[config.mk]
export PLATFORM = sky130hd
export DESIGN_NAME = rs_bm_sigma_flat
export DESIGN_NICKNAME = d
export VERILOG_FILES = /design/src/rtl/rs_pkg.sv /design/src/rtl/rs_bm_sigma_if.sv /design/src/rtl/gf_mul.sv /design/src/rtl/rs_bm_sigma.sv /design/src/flat_wrapper.sv
export SDC_FILE = /design/constraint.sdc
export NUM_CORES = 1
export LEC_CHECK = 0
export CORE_MARGIN = 8
export CORE_UTILIZATION = 35
export DETAILED_ROUTE_END_ITERATION = 6
export PLACE_DENSITY_LB_ADDON = 0.12
export SKIP_CTS_REPAIR_TIMING = 1
export SLEW_MARGIN = 20
export SYNTH_ARGS = -nofsm -noshare
export SYNTH_HDL_FRONTEND = slang
export SYNTH_SLANG_ARGS = --single-unit
[constraint.sdc]
create_clock -name clk -period 6.35 [get_ports clk]
set_clock_uncertainty 0.1 [all_clocks]
set_input_delay 1.27 -clock clk [delete_from_list [all_inputs] [get_ports clk]]
set_output_delay 1.27 -clock clk [all_outputs]
set_load 0.01 [all_outputs]
[src/rtl/rs_pkg.sv]
`default_nettype none
// ============================================================================
// Module   : rs_pkg
// Purpose  : Shared Reed-Solomon field constants and key-equation FSM states.
// Revision : 1.0  initial release
// ============================================================================
package rs_pkg;

  localparam int         C_RS_M         = 8;
  localparam logic [8:0] C_RS_PRIM_POLY = 9'h11D;

  typedef enum logic [1:0] {
    IDLE = 2'd0,
    DISC = 2'd1,
    UPDT = 2'd2,
    DONE = 2'd3
  } bm_state_e;

endpackage
`default_nettype wire

[src/rtl/rs_bm_sigma_if.sv]
`default_nettype none
// ============================================================================
// Module   : rs_bm_sigma_if
// Purpose  : Job request / locator result bundle of the Berlekamp-Massey block.
// Revision : 1.0  initial release
// ============================================================================
interface rs_bm_sigma_if
  import rs_pkg::*;
#(
  parameter int T = 3,
  parameter int M = C_RS_M
);

  logic                         start;
  logic [2*T*M-1:0]             syn_in;
  logic                         busy;
  logic                         done;
  logic [(T+1)*M-1:0]           sigma_out;
  logic [$clog2(2*T+1)-1:0]     deg_out;
  logic                         fail;

  modport master (output start, syn_in, input busy, done, sigma_out, deg_out, fail);
  modport slave  (input start, syn_in, output busy, done, sigma_out, deg_out, fail);

endinterface
`default_nettype wire

[src/rtl/gf_mul.sv]
`default_nettype none
// ============================================================================
// Module   : gf_mul
// Purpose  : Combinational GF(2^M) multiplier, reduced modulo PRIM_POLY.
// Revision : 1.0  initial release
// ============================================================================
module gf_mul #(
  parameter int         M         = 8,
  parameter logic [M:0] PRIM_POLY = 9'h11D
) (
  input  wire logic [M-1:0] i_a,
  input  wire logic [M-1:0] i_b,
  output logic      [M-1:0] o_p
);

  logic [M-1:0] w_acc;

  // Horner form: multiply accumulator by x, reduce, then add a when b bit set.
  always_comb begin
    w_acc = '0;
    for (int i = M - 1; i >= 0; i--) begin
      w_acc = {w_acc[M-2:0], 1'b0} ^ ({M{w_acc[M-1]}} & PRIM_POLY[M-1:0]);
      if (i_b[i]) w_acc = w_acc ^ i_a;
    end
    o_p = w_acc;
  end

endmodule
`default_nettype wire

[src/rtl/rs_bm_sigma.sv]
`default_nettype none
// ============================================================================
// Module   : rs_bm_sigma
// Purpose  : Inversionless Berlekamp-Massey solver producing the error locator.
// Revision : 1.0  initial release
// ============================================================================
module rs_bm_sigma
  import rs_pkg::*;
#(
  parameter int         T         = 3,
  parameter int         M         = C_RS_M,
  parameter logic [M:0] PRIM_POLY = (M+1)'(C_RS_PRIM_POLY)
) (
  input wire logic      clk,
  input wire logic      rst_n,
  rs_bm_sigma_if.slave  bus
);

  localparam int C_LW = $clog2(2*T+1);
  localparam int C_RW = $clog2(2*T);
  localparam logic [T:0][M-1:0]   C_ONE   = ((T+1)*M)'(1);
  localparam logic [T-1:0][M-1:0] C_ONE_B = (T*M)'(1);

  bm_state_e                r_state, w_state_nx;
  logic [2*T-1:0][M-1:0]    r_syn;
  logic [T:0][M-1:0]        r_sigma, r_sigma_out;
  logic [T-1:0][M-1:0]      r_b;
  logic [M-1:0]             r_gamma, r_d;
  logic [C_LW-1:0]          r_l, r_deg;
  logic [C_RW-1:0]          r_r;
  logic                     r_fail;

  logic [T:0][M-1:0]        w_syn_sel, w_dprod, w_gs, w_db, w_xb, w_sigma_nx;
  logic [M-1:0]             w_d_nx;
  logic [C_LW-1:0]          w_l_nx, w_l_fin;
  logic                     w_swap, w_last;

  always_ff @(posedge clk or negedge rst_n) begin
    if (!rst_n) r_state <= IDLE;
    else        r_state <= w_state_nx;
  end

  always_comb begin
    w_state_nx = r_state;
    case (r_state)
      IDLE:    if (bus.start) w_state_nx = DISC;
      DISC:    w_state_nx = UPDT;
      UPDT:    w_state_nx = w_last ? DONE : DISC;
      DONE:    w_state_nx = IDLE;
      default: w_state_nx = IDLE;
    endcase
  end

  // Syndrome S(r+1-j) feeding coefficient j; indices below S1 contribute zero.
  always_comb begin
    w_syn_sel = '0;
    for (int j = 0; j <= T; j++)
      if (r_r >= C_RW'(j)) w_syn_sel[j] = r_syn[r_r - C_RW'(j)];
  end

  always_comb begin
    w_d_nx = '0;
    for (int j = 0; j <= T; j++) w_d_nx = w_d_nx ^ w_dprod[j];
  end

  for (genvar j = 0; j <= T; j++) begin : g_coef
    gf_mul #(.M(M), .PRIM_POLY(PRIM_POLY)) u_disc  (.i_a(r_sigma[j]), .i_b(w_syn_sel[j]), .o_p(w_dprod[j]));
    gf_mul #(.M(M), .PRIM_POLY(PRIM_POLY)) u_scale (.i_a(r_gamma),    .i_b(r_sigma[j]),   .o_p(w_gs[j]));
    gf_mul #(.M(M), .PRIM_POLY(PRIM_POLY)) u_corr  (.i_a(r_d),        .i_b(w_xb[j]),      .o_p(w_db[j]));
  end

  assign w_xb       = {r_b, {M{1'b0}}};
  assign w_sigma_nx = w_gs ^ w_db;
  assign w_last     = (r_r == C_RW'(2*T-1));
  assign w_swap     = (r_d != '0) && ({r_l, 1'b0} <= (C_LW+1)'(r_r));
  assign w_l_nx     = C_LW'(r_r) + C_LW'(1) - r_l;
  assign w_l_fin    = w_swap ? w_l_nx : r_l;

  always_ff @(posedge clk or negedge rst_n) begin
    if (!rst_n) begin
      r_syn       <= '0;
      r_sigma     <= C_ONE;
      r_b         <= '0;
      r_gamma     <= '0;
      r_d         <= '0;
      r_l         <= '0;
      r_r         <= '0;
      r_sigma_out <= C_ONE;
      r_deg       <= '0;
      r_fail      <= 1'b0;
    end else begin
      case (r_state)
        IDLE: if (bus.start) begin
          r_syn   <= bus.syn_in;
          r_sigma <= C_ONE;
          r_b     <= C_ONE_B;
          r_gamma <= M'(1);
          r_l     <= '0;
          r_r     <= '0;
        end
        DISC: r_d <= w_d_nx;
        UPDT: begin
          r_sigma <= w_sigma_nx;
          r_r     <= r_r + C_RW'(1);
          if (w_swap) begin
            r_b     <= r_sigma[T-1:0];
            r_l     <= w_l_nx;
            r_gamma <= r_d;
          end else begin
            r_b     <= w_xb[T-1:0];
          end
          // Results are published as the machine enters DONE so they are valid with done.
          if (w_last) begin
            r_sigma_out <= w_sigma_nx;
            r_deg       <= w_l_fin;
            r_fail      <= (w_l_fin > C_LW'(T));
          end
        end
        default: ;
      endcase
    end
  end

  assign bus.busy      = (r_state == DISC) || (r_state == UPDT);
  assign bus.done      = (r_state == DONE);
  assign bus.sigma_out = r_sigma_out;
  assign bus.deg_out   = r_deg;
  assign bus.fail      = r_fail;

endmodule
`default_nettype wire

[src/flat_wrapper.sv]
// flat-port wrapper written by rule: the top's interface ports become plain ports
module rs_bm_sigma_flat import rs_pkg::*;
#(
  parameter int         T         = 3,
  parameter int         M         = C_RS_M,
  parameter logic [M:0] PRIM_POLY = (M+1)'(C_RS_PRIM_POLY)
)
  (clk, rst_n, bus_start, bus_syn_in, bus_busy, bus_done, bus_sigma_out, bus_deg_out, bus_fail);
  rs_bm_sigma_if #(.T(T), .M(M)) bus_i ();
  input wire logic clk;
  input wire logic rst_n;
  input wire logic [$bits(bus_i.start)-1:0] bus_start;
  input wire logic [$bits(bus_i.syn_in)-1:0] bus_syn_in;
  output wire logic [$bits(bus_i.busy)-1:0] bus_busy;
  output wire logic [$bits(bus_i.done)-1:0] bus_done;
  output wire logic [$bits(bus_i.sigma_out)-1:0] bus_sigma_out;
  output wire logic [$bits(bus_i.deg_out)-1:0] bus_deg_out;
  output wire logic [$bits(bus_i.fail)-1:0] bus_fail;
  assign bus_i.start = bus_start;
  assign bus_i.syn_in = bus_syn_in;
  assign bus_busy = bus_i.busy;
  assign bus_done = bus_i.done;
  assign bus_sigma_out = bus_i.sigma_out;
  assign bus_deg_out = bus_i.deg_out;
  assign bus_fail = bus_i.fail;
  rs_bm_sigma #(.T(T), .M(M), .PRIM_POLY(PRIM_POLY)) u_core (.clk(clk), .rst_n(rst_n), .bus(bus_i));
endmodule
==> metrics.md, run 1 <==
| Metric | Value |
|---|---|
| Number of synthesized flops with an enable pin | 0 |
| Clk buf depth | 2 |
| Minimum clock period | 5408 ps |
| Critical path fanouts, max | 15 |
| Synth Net Count | 2367 |
| Critical Path RT | 6620 ps |
| Slew Viols, Final | 0 |
| Share of post-route cells with drive strength above 1 | 10.34% |
| Yosys warns | 0 |
| Hold_ws | 377.7 ps |
| Cell taking the most area after synthesis | xnor2_1 |
| Pre-antenna DRT Iters | 5 |
| H-tree levels | 4 |
| Nets | 2344 |
| Crit path launch type | register |
| Netlist Area Pre-Place | 18780 µm² |
| Kind of end point of the critical path | register |
| Post-DP HPWL | 51.50 mm |
| Fmax | 0.1849 GHz |
| CTS tree | done |
| Via count | 16140 |
| Final ANT Viol Nets | 0 |
| Total grt overflow | 0 |
| Hold path depth | 2 |
| Status | complete, no violations |
| Initial antenna violation count | 2 |
| Core area | 53390 µm² |
| Port Buffers | 88 |
| Max Cap Violations | 0 |
| Syn Inst Count | 2302 |
| Final core area utilization | 39.07% |
| WHS Endpoint | u_core.bus.sigma_out[13] |
| Setup_tns | 0 ps |
| Via/cell ratio | 5.402 |
| FF/Latch Area | 4114 µm² |
| CTS root buffer | clkbuf_16 |
| Final Hold Violating Endpoints | 0 |
| Seq/Total Area, Yosys | 21.87% |
| Die Width | 247.6 µm |
| Critical path arrival | 5680 ps |
| # diodes | 0 |
| Final WL | 71.98 mm |
| Top cell type's share of synthesized area | 22.90% |
| RSZ-0062 raised after global routing | no |
| Min-delay worst type | register to register |
| Fraction of registers with async set/reset | 100.0% |
| Synth Register Bits | 164 |
| Drt drc | 0 |
| Multi-input logic area | 13790 µm² |
| RR Endpoint | u_core.r_d[5] |
| TritonCTS Buffers | 17 |
| Iter 0 DRT Violations | 1488 |
| Synth area leaders | xnor2_1 23%, dfrtp_1 22%, nand2_1 13% |
| Worst Tran Pin Value | 1140 ps |
| Vias in the first global route | 15720 |
| # rows | 85 |
| Setup Crit Path Kind | register to register |
| Worst rel slew slack | 24.01% |
| Layout area overhead | 11.10% |
| GPL Wtd Cong | 0.9540 |
| Num ports | 89 |
| R2R setup slack | 940 ps |
| Synth cell types | 77 |
| Worst-path clk slew | 80 ps |
| Starting Density | 35.17% |
| DIE HEIGHT | 247.6 µm |
| Filler cell count | 5466 |
| Sink Count | 164 |
| Reg-to-Reg Start | u_core.r_r[1] |
| GRT Util Overall | 23.50% |
| Reg2Reg Depth | 13 |
| Primary FF master, synth | dfrtp_1 |
| Die Footprint | 61310 µm² |
| Hold_sp | u_core.bus.sigma_out[13] |
| First-pass GRT wire length | 106.9 mm |
| Routed len/inst | 24.09 µm |
| Period Utilization, post-route | 85.17% |
| Largest net degree at the start of global routing | 74 |
| Final setup viols | 0 |
| Worst-skew pair later-pin latency | 490 ps |
| Syn avg cell area | 8.156 µm² |
==> per-stage QoR <==
| step | worst slack [ps] | instances | area (µm²) |
|---|---|---|---|
| 4_1_cts | 985.5 | 2988 | 20860 |
| 3_3_place_gp | 1120 | 2956 | 20240 |
| 6_report | 941.7 | 2988 | 20860 |
| 5_1_grt | 608.1 | 2988 | 20860 |
| 3_5_place_dp | 1017 | 2956 | 20240 |
| 2_1_floorplan | 1581 | 2302 | 18780 |
==> kinds of logic (layout without fill, tap and decap cells) <==
family	count (synthesis)	count (layout)	share of synthesized area [%]
AND/OR/NAND/NOR	825	825	17.68
XOR/XNOR	687	687	36.16
AO/OA/AOI/OAI	255	255	8.703
buffers and inverters	218	208	4.778
flip-flops	164	164	21.87
multiplexers	139	139	9.836
adder cells (fa/ha/maj)	14	14	0.9730
==> cell type report <==
class,count,share of cell area (%)
clock buffer,17,2.039
clock inverter,15,0.9237
inverter,21,0.3779
multi-input combinational,1920,66.12
sequential,164,19.72
tap,696,4.175
timing repair buffer,155,6.640
==> how the worst max path moves through the flow <==
stage | slack (ps) | cells past startpoint | to | start
2_1_floorplan | 1580 | 16 | u_core.r_d[5] | u_core.r_r[2]
4_1_cts | 990 | 13 | u_core.r_d[5] | u_core.r_r[1]
5_1_grt | 610 | 13 | u_core.r_d[5] | u_core.r_r[1]
3_3_place_gp | 1120 | 13 | u_core.r_d[5] | u_core.r_r[1]
3_5_place_dp | 1020 | 13 | u_core.r_d[5] | u_core.r_r[1]
6_report | 940 | 13 | u_core.r_d[5] | u_core.r_r[1]
==> cells in the final DEF, fill, tap and decap left out, types with 8 or more instances in the layout <==
master,n
ha_1,13
nor3b_1,9
mux4_2,23
o211ai_1,12
clkbuf_16,17
dfrtp_1,156
buf_4,67
o22ai_1,12
nand3_1,44
nor2_1,55
xnor2_1,491
o21ai_0,108
inv_1,19
nand2_1,663
nor2b_1,11
a31oi_1,8
clkdlybuf4s50_1,87
a22oi_1,11
mux2_2,82
xor2_1,140
xnor3_1,49
a22o_1,25
a21oi_1,27
mux2i_1,27
==> per-layer routing <==
| layer | up-vias | wire length [µm] | global-route usage, % |
|---|---|---|---|
| met5 | - | 0 | 0 |
| met1 | 7977 | 32860 | 32.31 |
| li1 | 7409 | - | - |
| met3 | 120 | 4593 | 3.981 |
| met2 | 636 | 32290 | 36.85 |
| met4 | 0 | 2229 | 8.412 |
==> flip-flops by register name, summed over array words and instances, names as in the netlist <==
register	flops
u_core.bus.deg_out	3
u_core.r_state	2
u_core.bus.sigma_out	32
u_core.r_gamma	8
u_core.r_b	24
u_core.r_d	8
u_core.bus.fail	1
u_core.r_sigma	32
u_core.r_l	3
u_core.r_syn	48
u_core.r_r	3
==> synthesized netlist by cell type (12+ instances only) <==
library cell  instances
clkbuf_1            144
nand2_1             664
nor2_1               55
a22o_1               25
mux2_2               82
buf_1                39
dfrtp_1             162
a21oi_1              27
inv_1                19
o211ai_1             12
nand3_1              45
mux4_2               23
xor2_1              140
xnor3_1              49
mux2i_1              27
xnor2_1             491
o22ai_1              12
ha_1                 13
o21ai_0             108
==> worst max-delay path, cell delays in order (launching register included) <==
cell and delay (ps):
dfrtp_1 360, buf_4 220, clkinv_1 380, ha_1 390, xor2_2 470, mux2_2 420, o21ai_1 490, nand3_1 200
xnor3_1 410, xnor3_1 400, xnor3_1 450, xnor2_1 330, xnor3_1 370, mux2_2 260
Power of run 1 is not shown: default switching activity piles up to over one toggle a cycle in this logic, so the estimate is an artifact.
==> inputs of run 2 (changes only) <==
- CORE_ASPECT_RATIO: not set -> 0.75
- CTS_CLUSTER_SIZE: not set -> 25
==> metrics.md, run 2 (synthesized netlist as in run 1, its figures left out) <==
| Metric | Value |
|---|---|
| Initial antenna violation count | 2 (unchanged) |
| # diodes | 0 (unchanged) |
| Slew Viols, Final | 0 (unchanged) |
| Crit path launch type | register (unchanged) |
| Commonest non-fill, non-tap cell in the layout | nand2_1 (unchanged) |
| Via/cell ratio | 5.384 (was 5.402) |
| Vias in the first global route | 15830 (was 15720) |
| Drt drc | 0 (unchanged) |
| Layout area overhead | 10.98% (was 11.10%) |
| Num ports | 89 (unchanged) |
| FF/Latch Area | 4115 µm² (was 4114 µm²) |
| Setup Crit Path Kind | register to register (unchanged) |
| Status | complete, no violations (unchanged) |
| Post-DP HPWL | 52.81 mm (was 51.50 mm) |
| Critical path arrival | 6110 ps (was 5680 ps) |
| Clk buf depth | 2 (unchanged) |
| GPL Wtd Cong | 0.9894 (was 0.9540) |
| Worst-skew pair later-pin latency | 470 ps (was 490 ps) |
| DIE HEIGHT | 216.6 µm (was 247.6 µm) |
| Largest reg by FF count | u_core.r_syn (unchanged) |
| Worst rel slew slack | 21.60% (was 24.01%) |
| Port Buffers | 88 (unchanged) |
| Worst Tran Pin Value | 1174 ps (was 1140 ps) |
| Critical Path Max Stage Delay | 800 ps (was 490 ps) |
| Sink Count | 164 (unchanged) |
| CP Cell Sequence | clkinv_1 -> ha_1 -> nor2b_1 -> and3_1 -> o21ai_0 -> xnor2_1 -> xnor3_1 -> xnor2_1 -> xnor3_1 -> xnor2_1 -> xnor3_1 -> mux2_2 (was buf_4 -> clkinv_1 -> ha_1 -> xor2_2 -> mux2_2 -> o21ai_1 -> nand3_1 -> xnor3_1 -> xnor3_1 -> xnor3_1 -> xnor2_1 -> xnor3_1 -> mux2_2) |
| Critical path fanouts, max | 16 (was 15) |
| Minimum clock period | 5858 ps (was 5408 ps) |
| Final setup viols | 0 (unchanged) |
| Max FFs per register | 48 (unchanged) |
| Period Utilization, post-route | 92.26% (was 85.17%) |
| Die Footprint | 61390 µm² (was 61310 µm²) |
| TritonCTS Buffers | 17 (unchanged) |
| Multi-input logic area | 13800 µm² (was 13790 µm²) |
| RSZ-0062 raised after global routing | no (unchanged) |
| Final Hold Violating Endpoints | 0 (unchanged) |
| CP max stage cell | ha_1 (was o21ai_1) |
| Critical Path RT | 6600 ps (was 6620 ps) |
| H-tree levels | 4 (unchanged) |
| Setup_tns | 0 ps (unchanged) |
| Via count | 16180 (was 16140) |
| Die Width | 283.4 µm (was 247.6 µm) |
| Share of post-route cells with drive strength above 1 | 10.38% (was 10.34%) |
| Most frequent cells in the layout | 663 x nand2_1, 491 x xnor2_1, 155 x dfrtp_1 (was 663 x nand2_1, 491 x xnor2_1, 156 x dfrtp_1) |
| First-pass GRT wire length | 110.5 mm (was 106.9 mm) |
| Final ANT Viol Nets | 0 (unchanged) |
| Nets | 2345 (was 2344) |
| Largest net degree at the start of global routing | 96 (was 74) |
| Core area | 52980 µm² (was 53390 µm²) |
| Pre-antenna DRT Iters | 6 (was 5) |
| Worst-path clk slew | 70 ps (was 80 ps) |
| Min-delay worst type | register to register (unchanged) |
| # rows | 73 (was 85) |
| Kind of end point of the critical path | register (unchanged) |
| Final core area utilization | 39.33% (was 39.07%) |
| Starting Density | 35.44% (was 35.17%) |
| GRT Util Overall | 23.88% (was 23.50%) |
| Fmax | 0.1707 GHz (was 0.1849 GHz) |
| Max Cap Violations | 0 (unchanged) |
| Routed len/inst | 24.80 µm (was 24.09 µm) |
| Iter 0 DRT Violations | 1825 (was 1488) |
| CTS root buffer | clkbuf_16 (unchanged) |
| Total grt overflow | 0 (unchanged) |
| CTS tree | done (unchanged) |
| Filler cell count | 5392 (was 5466) |
| Final WL | 74.51 mm (was 71.98 mm) |
-- run 2: final cells by class --
type | instances | share of cell area, %
Tap cell | 712 | 4.275
Clock buffer | 19 | 2.078
Clock inverter | 13 | 0.5524
Inverter | 21 | 0.3783
Sequential cell | 164 | 19.75
Multi-Input combinational cell | 1920 | 66.22
Timing Repair Buffer | 156 | 6.743
-- run 2: path summary, 6_finish.rpt --
path | start | to | slack, ps | cells past startpoint
min in group asynchronous | rst_n | u_core.r_syn[17] | 670 | 1
setup reg to reg | u_core.r_r[1] | u_core.r_d[5] | 490 | 12
hold / removal | u_core.bus.sigma_out[0] | u_core.bus.sigma_out[0] | 380 | 2
hold reg to reg | u_core.bus.sigma_out[0] | u_core.bus.sigma_out[0] | 380 | 2
setup / recovery | u_core.r_r[1] | u_core.r_d[5] | 490 | 12
max in group asynchronous | rst_n | u_core.r_sigma[16] | 4430 | 2
-- run 2: metrics by stage --
step                setup WS [ps]  cells  hold WS (ps)  cell area (µm²)
floorplan                    1581   2302         383.6            18780
global placement            800.7   2973         361.4            20290
detailed placement          682.4   2973         371.8            20290
CTS                         656.5   3005         382.4            20840
global route                259.7   3005         407.6            20840
finish                      491.8   3005         375.1            20840
-- run 2: metal layers --
layer	GRT usage (%)	vias up	wire [µm]
met4	5.050	2	1217
met1	35.81	7992	35890
met5	0	-	13
met2	32.71	696	29580
li1	-	7407	-
met3	7.684	81	7802
-- run 2: critical path, delay by kind of cell, from the launching register on --
family / cells / cell delay [ps]
adders and majority gates: 1 / 800
muxes: 1 / 270
DFF: 1 / 700
AOI/OAI and AO/OA: 1 / 170
xor gates and xnor gates: 6 / 2160
and+or+nand+nor: 2 / 970
buffers and inverters: 1 / 560
Power of run 2 is left out for the same reason.
==> inputs of run 3 (changes only) <==
- CORE_MARGIN: 8 -> 2
==> metrics.md, run 3 (synthesized netlist as in run 1, its figures left out) <==
| Metric | Value |
|---|---|
| Worst-skew pair later-pin latency | 480 ps (was 470 ps) |
| Final ANT Viol Nets | 0 (unchanged) |
| Sink Count | 164 (unchanged) |
| Worst Tran Pin Value | 939.4 ps (was 1174 ps) |
| Clk buf depth | 2 (unchanged) |
| Largest reg by FF count | u_core.r_syn (unchanged) |
| Final WL | 71.18 mm (was 74.51 mm) |
| Final core area utilization | 39.32% (was 39.33%) |
| Critical Path RT | 6610 ps (was 6600 ps) |
| Die Footprint | 55530 µm² (was 61390 µm²) |
| CP Buf/Inv Count | 1 (unchanged) |
| Die Width | 271.4 µm (was 283.4 µm) |
| Fmax | 0.1726 GHz (was 0.1707 GHz) |
| Slew Viols, Final | 0 (unchanged) |
| Filler cell count | 5408 (was 5392) |
| Kind of end point of the critical path | register (unchanged) |
| Minimum clock period | 5793 ps (was 5858 ps) |
| Num ports | 89 (unchanged) |
| Most frequent cells in the layout | 663 x nand2_1, 491 x xnor2_1, 155 x dfrtp_1 (unchanged) |
| Worst rel slew slack | 37.37% (was 21.60%) |
| Total grt overflow | 0 (unchanged) |
| Crit path launch type | register (unchanged) |
| CP max stage cell | ha_1 (unchanged) |
| First-pass GRT wire length | 106.3 mm (was 110.5 mm) |
| Pre-antenna DRT Iters | 6 (unchanged) |
| Largest net degree at the start of global routing | 85 (was 96) |
| Critical Path Max Stage Delay | 850 ps (was 800 ps) |
| DIE HEIGHT | 204.6 µm (was 216.6 µm) |
| Via/cell ratio | 5.459 (was 5.384) |
| Routed len/inst | 23.74 µm (was 24.80 µm) |
| Status | complete, no violations (unchanged) |
| # rows | 73 (unchanged) |
| Min-delay worst type | register to register (unchanged) |
| Setup_tns | 0 ps (unchanged) |
| GPL Wtd Cong | 1.047 (was 0.9894) |
| Nets | 2337 (was 2345) |
| Commonest non-fill, non-tap cell in the layout | nand2_1 (unchanged) |
| Critical path fanouts, max | 17 (was 16) |
| Initial antenna violation count | 1 (was 2) |
| FF/Latch Area | 4115 µm² (unchanged) |
| Port Buffers | 88 (unchanged) |
| Vias in the first global route | 15440 (was 15830) |
| CTS root buffer | clkbuf_16 (unchanged) |
| Max Cap Violations | 0 (unchanged) |
| H-tree levels | 4 (unchanged) |
| TritonCTS Buffers | 17 (unchanged) |
| Final setup viols | 0 (unchanged) |
| Iter 0 DRT Violations | 2095 (was 1825) |
| CP most frequent cell | xnor2_1 |
| GRT Util Overall | 25.78% (was 23.88%) |
| Crit-path leading delay family | XOR/XNOR gates (unchanged) |
| Starting Density | 35.44% (unchanged) |
| Max FFs per register | 48 (unchanged) |
| Via count | 16370 (was 16180) |
| Share of post-route cells with drive strength above 1 | 10.07% (was 10.38%) |
| Period Utilization, post-route | 91.23% (was 92.26%) |
| Layout area overhead | 10.96% (was 10.98%) |
| Final Hold Violating Endpoints | 0 (unchanged) |
| CP Cell Sequence | clkinv_1 -> ha_1 -> mux4_2 -> nand2_1 -> a21oi_1 -> xnor2_1 -> xnor2_1 -> xnor2_1 -> xnor3_1 -> xnor2_4 -> xnor3_1 -> mux2_2 (was clkinv_1 -> ha_1 -> nor2b_1 -> and3_1 -> o21ai_0 -> xnor2_1 -> xnor3_1 -> xnor2_1 -> xnor3_1 -> xnor2_1 -> xnor3_1 -> mux2_2) |
| Critical path arrival | 6050 ps (was 6110 ps) |
| Drt drc | 0 (unchanged) |
| Multi-input logic area | 13790 µm² (was 13800 µm²) |
| CTS tree | done (unchanged) |
| Setup Crit Path Kind | register to register (unchanged) |
| RSZ-0062 raised after global routing | no (unchanged) |
| Post-DP HPWL | 51.22 mm (was 52.81 mm) |
| Core area | 52980 µm² (unchanged) |
| Worst-path clk slew | 80 ps (was 70 ps) |
## run 3: cell types whose count changed in the layout (fill, tap and decap cells not counted), sizes merged
cell / before / now
buf: 69 / 61
bufinv: 0 / 1
clkbuf: 19 / 18
clkinv: 5 / 6
clkinvlp: 2 / 1
diode: 0 / 1
## run 3: cell type report
cell class              count  share of cell area (%)
clock buffers              18                   2.060
multi-input cells        1920                   66.21
repair buffers            148                   6.444
inverters                  21                  0.3784
diodes                      1                 0.01201
well taps                 712                   4.276
flip-flops and latches    164                   19.75
clock inverters            14                  0.8649
## run 3: through the flow
stage | setup WS, ps | hold WS, ps | area [µm²] | std cells
final | 557.1 | 374.8 | 20830 | 2998
after CTS | 622.9 | 381.1 | 20830 | 2996
after floorplan | 1581 | 383.6 | 18780 | 2302
after global routing | 341.1 | 401.0 | 20830 | 2997
after global placement | 917.8 | 362.2 | 20220 | 2964
after detailed placement | 624.3 | 369.2 | 20220 | 2964
## run 3: layer usage
layer  track usage, %  routed length (µm)
met1            38.79               33630
met2            35.75               28260
met3            7.842                8019
met4            5.141                1268
met5                0                   0
## run 3: worst paths after layout
| path | start | end | slack, ps | cells past startpoint |
|---|---|---|---|---|
| hold / removal | u_core.bus.sigma_out[0] | u_core.bus.sigma_out[0] | 370 | 2 |
| min in group asynchronous | rst_n | u_core.r_syn[33] | 730 | 1 |
| setup / recovery | u_core.r_r[1] | u_core.r_d[2] | 560 | 12 |
| max in group asynchronous | rst_n | u_core.r_sigma[22] | 4420 | 2 |
| setup reg to reg | u_core.r_r[1] | u_core.r_d[2] | 560 | 12 |
| hold reg to reg | u_core.bus.sigma_out[0] | u_core.bus.sigma_out[0] | 370 | 2 |
## run 3: worst register-to-register path, cell delays in order, from the launching register on
cell and delay [ps]:
dfrtp_1 700, clkinv_1 540, ha_1 850, mux4_2 340, nand2_1 160, a21oi_1 690
xnor2_1 190, xnor2_1 170, xnor2_1 510, xnor3_1 550, xnor2_4 260, xnor3_1 350
mux2_2 270
Power of run 3 is left out for the same reason.
==> patch 1, RTL diff (flow settings as in run 1) <==
`T` is set to 3 in 3 places; all go to 5.
--- a/src/rtl/rs_bm_sigma_if.sv
+++ b/src/rtl/rs_bm_sigma_if.sv
@@ -7,7 +7,7 @@
 interface rs_bm_sigma_if
   import rs_pkg::*;
 #(
-  parameter int T = 3,
+  parameter int T = 5,
   parameter int M = C_RS_M
 );
 
--- a/src/rtl/rs_bm_sigma.sv
+++ b/src/rtl/rs_bm_sigma.sv
@@ -7,7 +7,7 @@
 module rs_bm_sigma
   import rs_pkg::*;
 #(
-  parameter int         T         = 3,
+  parameter int         T         = 5,
   parameter int         M         = C_RS_M,
   parameter logic [M:0] PRIM_POLY = (M+1)'(C_RS_PRIM_POLY)
 ) (
--- a/src/flat_wrapper.sv
+++ b/src/flat_wrapper.sv
@@ -1,7 +1,7 @@
 // flat-port wrapper written by rule: the top's interface ports become plain ports
 module rs_bm_sigma_flat import rs_pkg::*;
 #(
-  parameter int         T         = 3,
+  parameter int         T         = 5,
   parameter int         M         = C_RS_M,
   parameter logic [M:0] PRIM_POLY = (M+1)'(C_RS_PRIM_POLY)
 )
Ports: changed (resized bus_deg_out, bus_sigma_out and bus_syn_in); port bits go from 89 to 138. The function was not compared with the original's and may differ.
==> patch 1 against run 1 <==
  * Fmax down 1.7%
  * Core utilization is 0.19 points higher
  * Non-clock buffer count is 100 higher
  * Routed wire length increased by 63%
  * Setup slack lost 95 ps
  * Area after synthesis rose by 56%
  * Worst hold slack got worse by 5.0 ps
  * Synthesized cell count grew 60%
  * First-iteration DRC count rose by 73%
  * Global-route usage is 0.77 points higher
  * Sequential cell count increased by 83
  * Cell area up 57%
Power is not shown: default switching activity piles up to over one toggle a cycle in this logic, so the estimate is an artifact.
==> patch 1: results (changes against run 1) <==
* Outcome: finished clean (unchanged)
* M1 GR Usage at 0.344 (was 0.323)
* Clock slew at reported path FFs at 60 ps (was 80 ps)
* Slew @ Worst Pin at 1120 ps (was 1140 ps)
* Met2 GRT Util at 0.382 (was 0.368)
* Syn Area/Cell at 7.96 um^2 (was 8.16 um^2)
* Met1 wire length at 53600 um (was 32900 um)
* Post-synth cell types at 81 (was 77)
* Wire length on met3 at 7510 um (was 4590 um)
* WL final at 117000 um (was 72000 um)
* Largest register FFs at 80 (was 48)
* Sequential fraction of the synthesis area at 0.210 (was 0.219)
* CP delay by family, top: XOR/XNOR gates (unchanged)
* Fillers at 8568 (was 5466)
* Critical Path End: u_core.r_d[4]$_DFFE_PN0N_ (was u_core.r_d[5]$_DFFE_PN0N_)
* Largest net degree at the start of global routing at 98 (was 74)
* Largest fanout on the critical path at 19 (was 15)
* DPL Wire Length at 84700 um (was 51500 um)
* R2R depth at 15 (was 13)
* TritonRoute pass-1 iters at 6 (was 5)
* First-pass GRT wire length at 175000 um (was 107000 um)
* Worst setup margin at 847 ps (was 942 ps)
* Hold Slack at 373 ps (was 378 ps)
* CTS Buffer Depth at 3 (was 2)
* Post-DR vias/cell at 5.38 (was 5.40)
* Placed cells at 4713 (was 2956)
* Synth cell count leaders: nand2_1 (1029), xnor2_1 (812), dfrtp_1 (245) (was nand2_1 (664), xnor2_1 (491), dfrtp_1 (162))
* Vias in the first global route at 24861 (was 15715)
* Hold Path Sink: u_core.bus.sigma_out[37]$_DFFE_PN0P_ (was u_core.bus.sigma_out[13]$_DFFE_PN0P_)
* Syn_nets at 3795 (was 2367)
* WL per Instance at 24.6 um (was 24.1 um)
* DP Worst Slack at 995 ps (was 1020 ps)
* Met2 wire length at 52000 um (was 32300 um)
* CP max-delay cell: xnor2_1 (was o21ai_1)
* GRT Util Overall at 0.243 (was 0.235)
* CP max stage delay at 930 ps (was 490 ps)
* Share of cells above drive strength 1 at 0.101 (was 0.103)
* Synth top area cells: xnor2_1 (24%), dfrtp_1 (21%), nand2_1 (13%) (was xnor2_1 (23%), dfrtp_1 (22%), nand2_1 (13%))
* Iter 0 DRT Violations at 2580 (was 1488)
* PortBufs at 137 (was 88)
* Met3 Use GR at 0.0331 (was 0.0398)
* Min-delay src: u_core.bus.sigma_out[37]$_DFFE_PN0P_ (was u_core.bus.sigma_out[13]$_DFFE_PN0P_)
* Post-placement cell area at 31800 um^2 (was 20200 um^2)
* Multi-input logic area at 21800 um^2 (was 13800 um^2)
[patch 1: cell types whose count changed after synthesis, moves of 37 or more]
cell / run 1 / this run
clkbuf_1: 144 / 217
dfrtp_1: 162 / 245
mux2i_1: 27 / 65
mux4_2: 23 / 60
nand2_1: 664 / 1029
nand3_1: 45 / 140
nor2_1: 55 / 101
o21ai_0: 108 / 148
xnor2_1: 491 / 812
xor2_1: 140 / 225
[patch 1: kinds of logic (layout without fill, tap and decap cells)]
kind of cell / count (synthesis) / in the layout / synth area share
simple gates: 1392 / 1392 / 0.196
xor+xnor: 1089 / 1089 / 0.349
compound gates: 361 / 361 / 0.0758
buf+inv: 344 / 342 / 0.0477
flops: 247 / 247 / 0.210
mux: 233 / 233 / 0.111
fa+ha+maj: 23 / 23 / 0.0101
[patch 1: final cells by class]
type / count / share of cell area
multi-input combinational: 3098 / 0.667
sequential: 247 / 0.189
clock buffer: 44 / 0.0267
timing repair buffer: 255 / 0.0698
tap: 1080 / 0.0413
inverter: 33 / 0.00378
clock inverter: 10 / 0.00264
==> patch 2, RTL diff (config.mk and constraints of run 1) <==
Without the edit above. The 4 states of `bm_state_e` get a Gray code encoding in 2 bits.
--- a/src/rtl/rs_pkg.sv
+++ b/src/rtl/rs_pkg.sv
@@ -10,10 +10,10 @@
   localparam logic [8:0] C_RS_PRIM_POLY = 9'h11D;
 
   typedef enum logic [1:0] {
-    IDLE = 2'd0,
-    DISC = 2'd1,
-    UPDT = 2'd2,
-    DONE = 2'd3
+    IDLE = 2'b00,
+    DISC = 2'b01,
+    UPDT = 2'b11,
+    DONE = 2'b10
   } bm_state_e;
 
 endpackage
Behaviour: same outputs for any inputs over 10 cycles, from zero or initial values and one cycle with rst_n low; not proved beyond that.
==> patch 2 against run 1 <==
  * Cell area fell by 0.61%
  * Largest cell class unchanged
  * Setup slack worse by 26 ps
  * Routed wire length shrank 1.7%
  * Area after synthesis is 0.33% lower
  * Worst hold slack better by 2.2 ps
  * Sequential cell count unchanged
  * Die area down 0.31%
  * Critical endpoint is now u_core.r_d[3]$_DFFE_PN0P_
Power is left out: the tool's default activity adds up to more than one toggle a clock period on the data nets, which glitch-free logic cannot reach.
==> patch 2: results (changes against run 1) <==
* Clock root cell: clkbuf_16 (unchanged)
* Slew @ Worst Pin at 1040 ps (was 1140 ps)
* PortBufs at 88 (unchanged)
* CP max-delay cell: dfrtp_1 (was o21ai_1)
* Largest fanout on the critical path at 19 (was 15)
* Min-delay src: u_core.r_sigma[27]$_DFFE_PN0P_ (was u_core.bus.sigma_out[13]$_DFFE_PN0P_)
* First-pass GRT wire length at 106000 um (was 107000 um)
* CTS Buf Count at 17 (unchanged)
* Synth Area in Adders at 0.00709 (was 0.00973)
* Mux share of post-synthesis cell area at 0.0965 (was 0.0984)
* Placed cells at 2941 (was 2956)
* H-Tree Depth at 4 (unchanged)
* GRT Util Overall at 0.233 (was 0.235)
* Fillers at 5493 (was 5466)
* Initial antenna violation count at 1 (was 2)
* CP delay by family, top: XOR/XNOR gates (unchanged)
* Post-synth cell types at 69 (was 77)
* Xor and xnor area share after synthesis at 0.358 (was 0.362)
* Iter 0 DRT Violations at 1403 (was 1488)
* Clock Latency Late Sink at 490 ps (about the same)
* Met2 wire length at 33700 um (was 32300 um)
* Share of cells above drive strength 1 at 0.0914 (was 0.103)
* # diodes at 0 (unchanged)
* Nature of the critical path startpoint: flip-flop (unchanged)
* DP Worst Slack at 970 ps (was 1020 ps)
* Syn_nets at 2379 (was 2367)
* Largest net degree at the start of global routing at 165 (was 74)
* Syn Area/Cell at 8.07 um^2 (was 8.16 um^2)
* Met2 GRT Util at 0.386 (was 0.368)
* DPL Wire Length at 48600 um (was 51500 um)
* Post-placement cell area at 20200 um^2 (about the same)
* Final net count at 2334 (was 2344)
* CP max stage delay at 780 ps (was 490 ps)
* Vias in the first global route at 15923 (was 15715)
* Synth Area in Compound Gates at 0.0839 (was 0.0870)
* Synth cell count leaders: nand2_1 (674), xnor2_1 (492), clkbuf_1 (168) (was nand2_1 (664), xnor2_1 (491), dfrtp_1 (162))
* WL per Instance at 23.8 um (was 24.1 um)
* Synth top area cells: xnor2_1 (23%), dfrtp_1 (22%), nand2_1 (14%) (was xnor2_1 (23%), dfrtp_1 (22%), nand2_1 (13%))
* Met3 Use GR at 0.0354 (was 0.0398)
* M1 GR Usage at 0.298 (was 0.323)
* R2r startpoint: u_core.r_r[1]$_DFFE_PN0P_ (unchanged)
* Clock slew at reported path FFs at 70 ps
* Wire length on met3 at 3740 um (was 4590 um)
* Routed via count at 16062 (was 16142)
* Highest routed layer: met4 (unchanged)
* Sequential fraction of the synthesis area at 0.219 (about the same)
* Final core occ at 0.393 (was 0.391)
* Met1 wire length at 30300 um (was 32900 um)
* Gpl congestion at 0.887 (was 0.954)
* CTS Buffer Depth at 2 (unchanged)
* Synth Flop Type: dfrtp_1 (unchanged)
* Layout Cells excl Fill at 2974 (was 2988)
* Worst min path class: flip-flop to flip-flop (unchanged)
* Outcome: finished clean (unchanged)
==> patch 2: final timing paths <==
check	end	slack [ps]	depth (start not counted)
worst max-delay path	u_core.r_d[3]$_DFFE_PN0P_	920	13
worst min-delay path	u_core.r_sigma[27]$_DFFE_PN0P_	380	1
worst max register to register	u_core.r_d[3]$_DFFE_PN0P_	920	13
worst min register to register	u_core.r_sigma[27]$_DFFE_PN0P_	380	1
max in group asynchronous	u_core.r_sigma[11]$_DFFE_PN0P_	4550	3
min in group asynchronous	u_core.r_syn[11]$_DFFE_PN0P_	620	2
==> patch 2: cell type report <==
type                    instances  share of cell area
multi-input cells            1924               0.664
flip-flops and latches        164               0.198
repair buffers                154              0.0680
well taps                     688              0.0415
clock buffers                  18              0.0207
clock inverters                14             0.00591
inverters                      12             0.00217
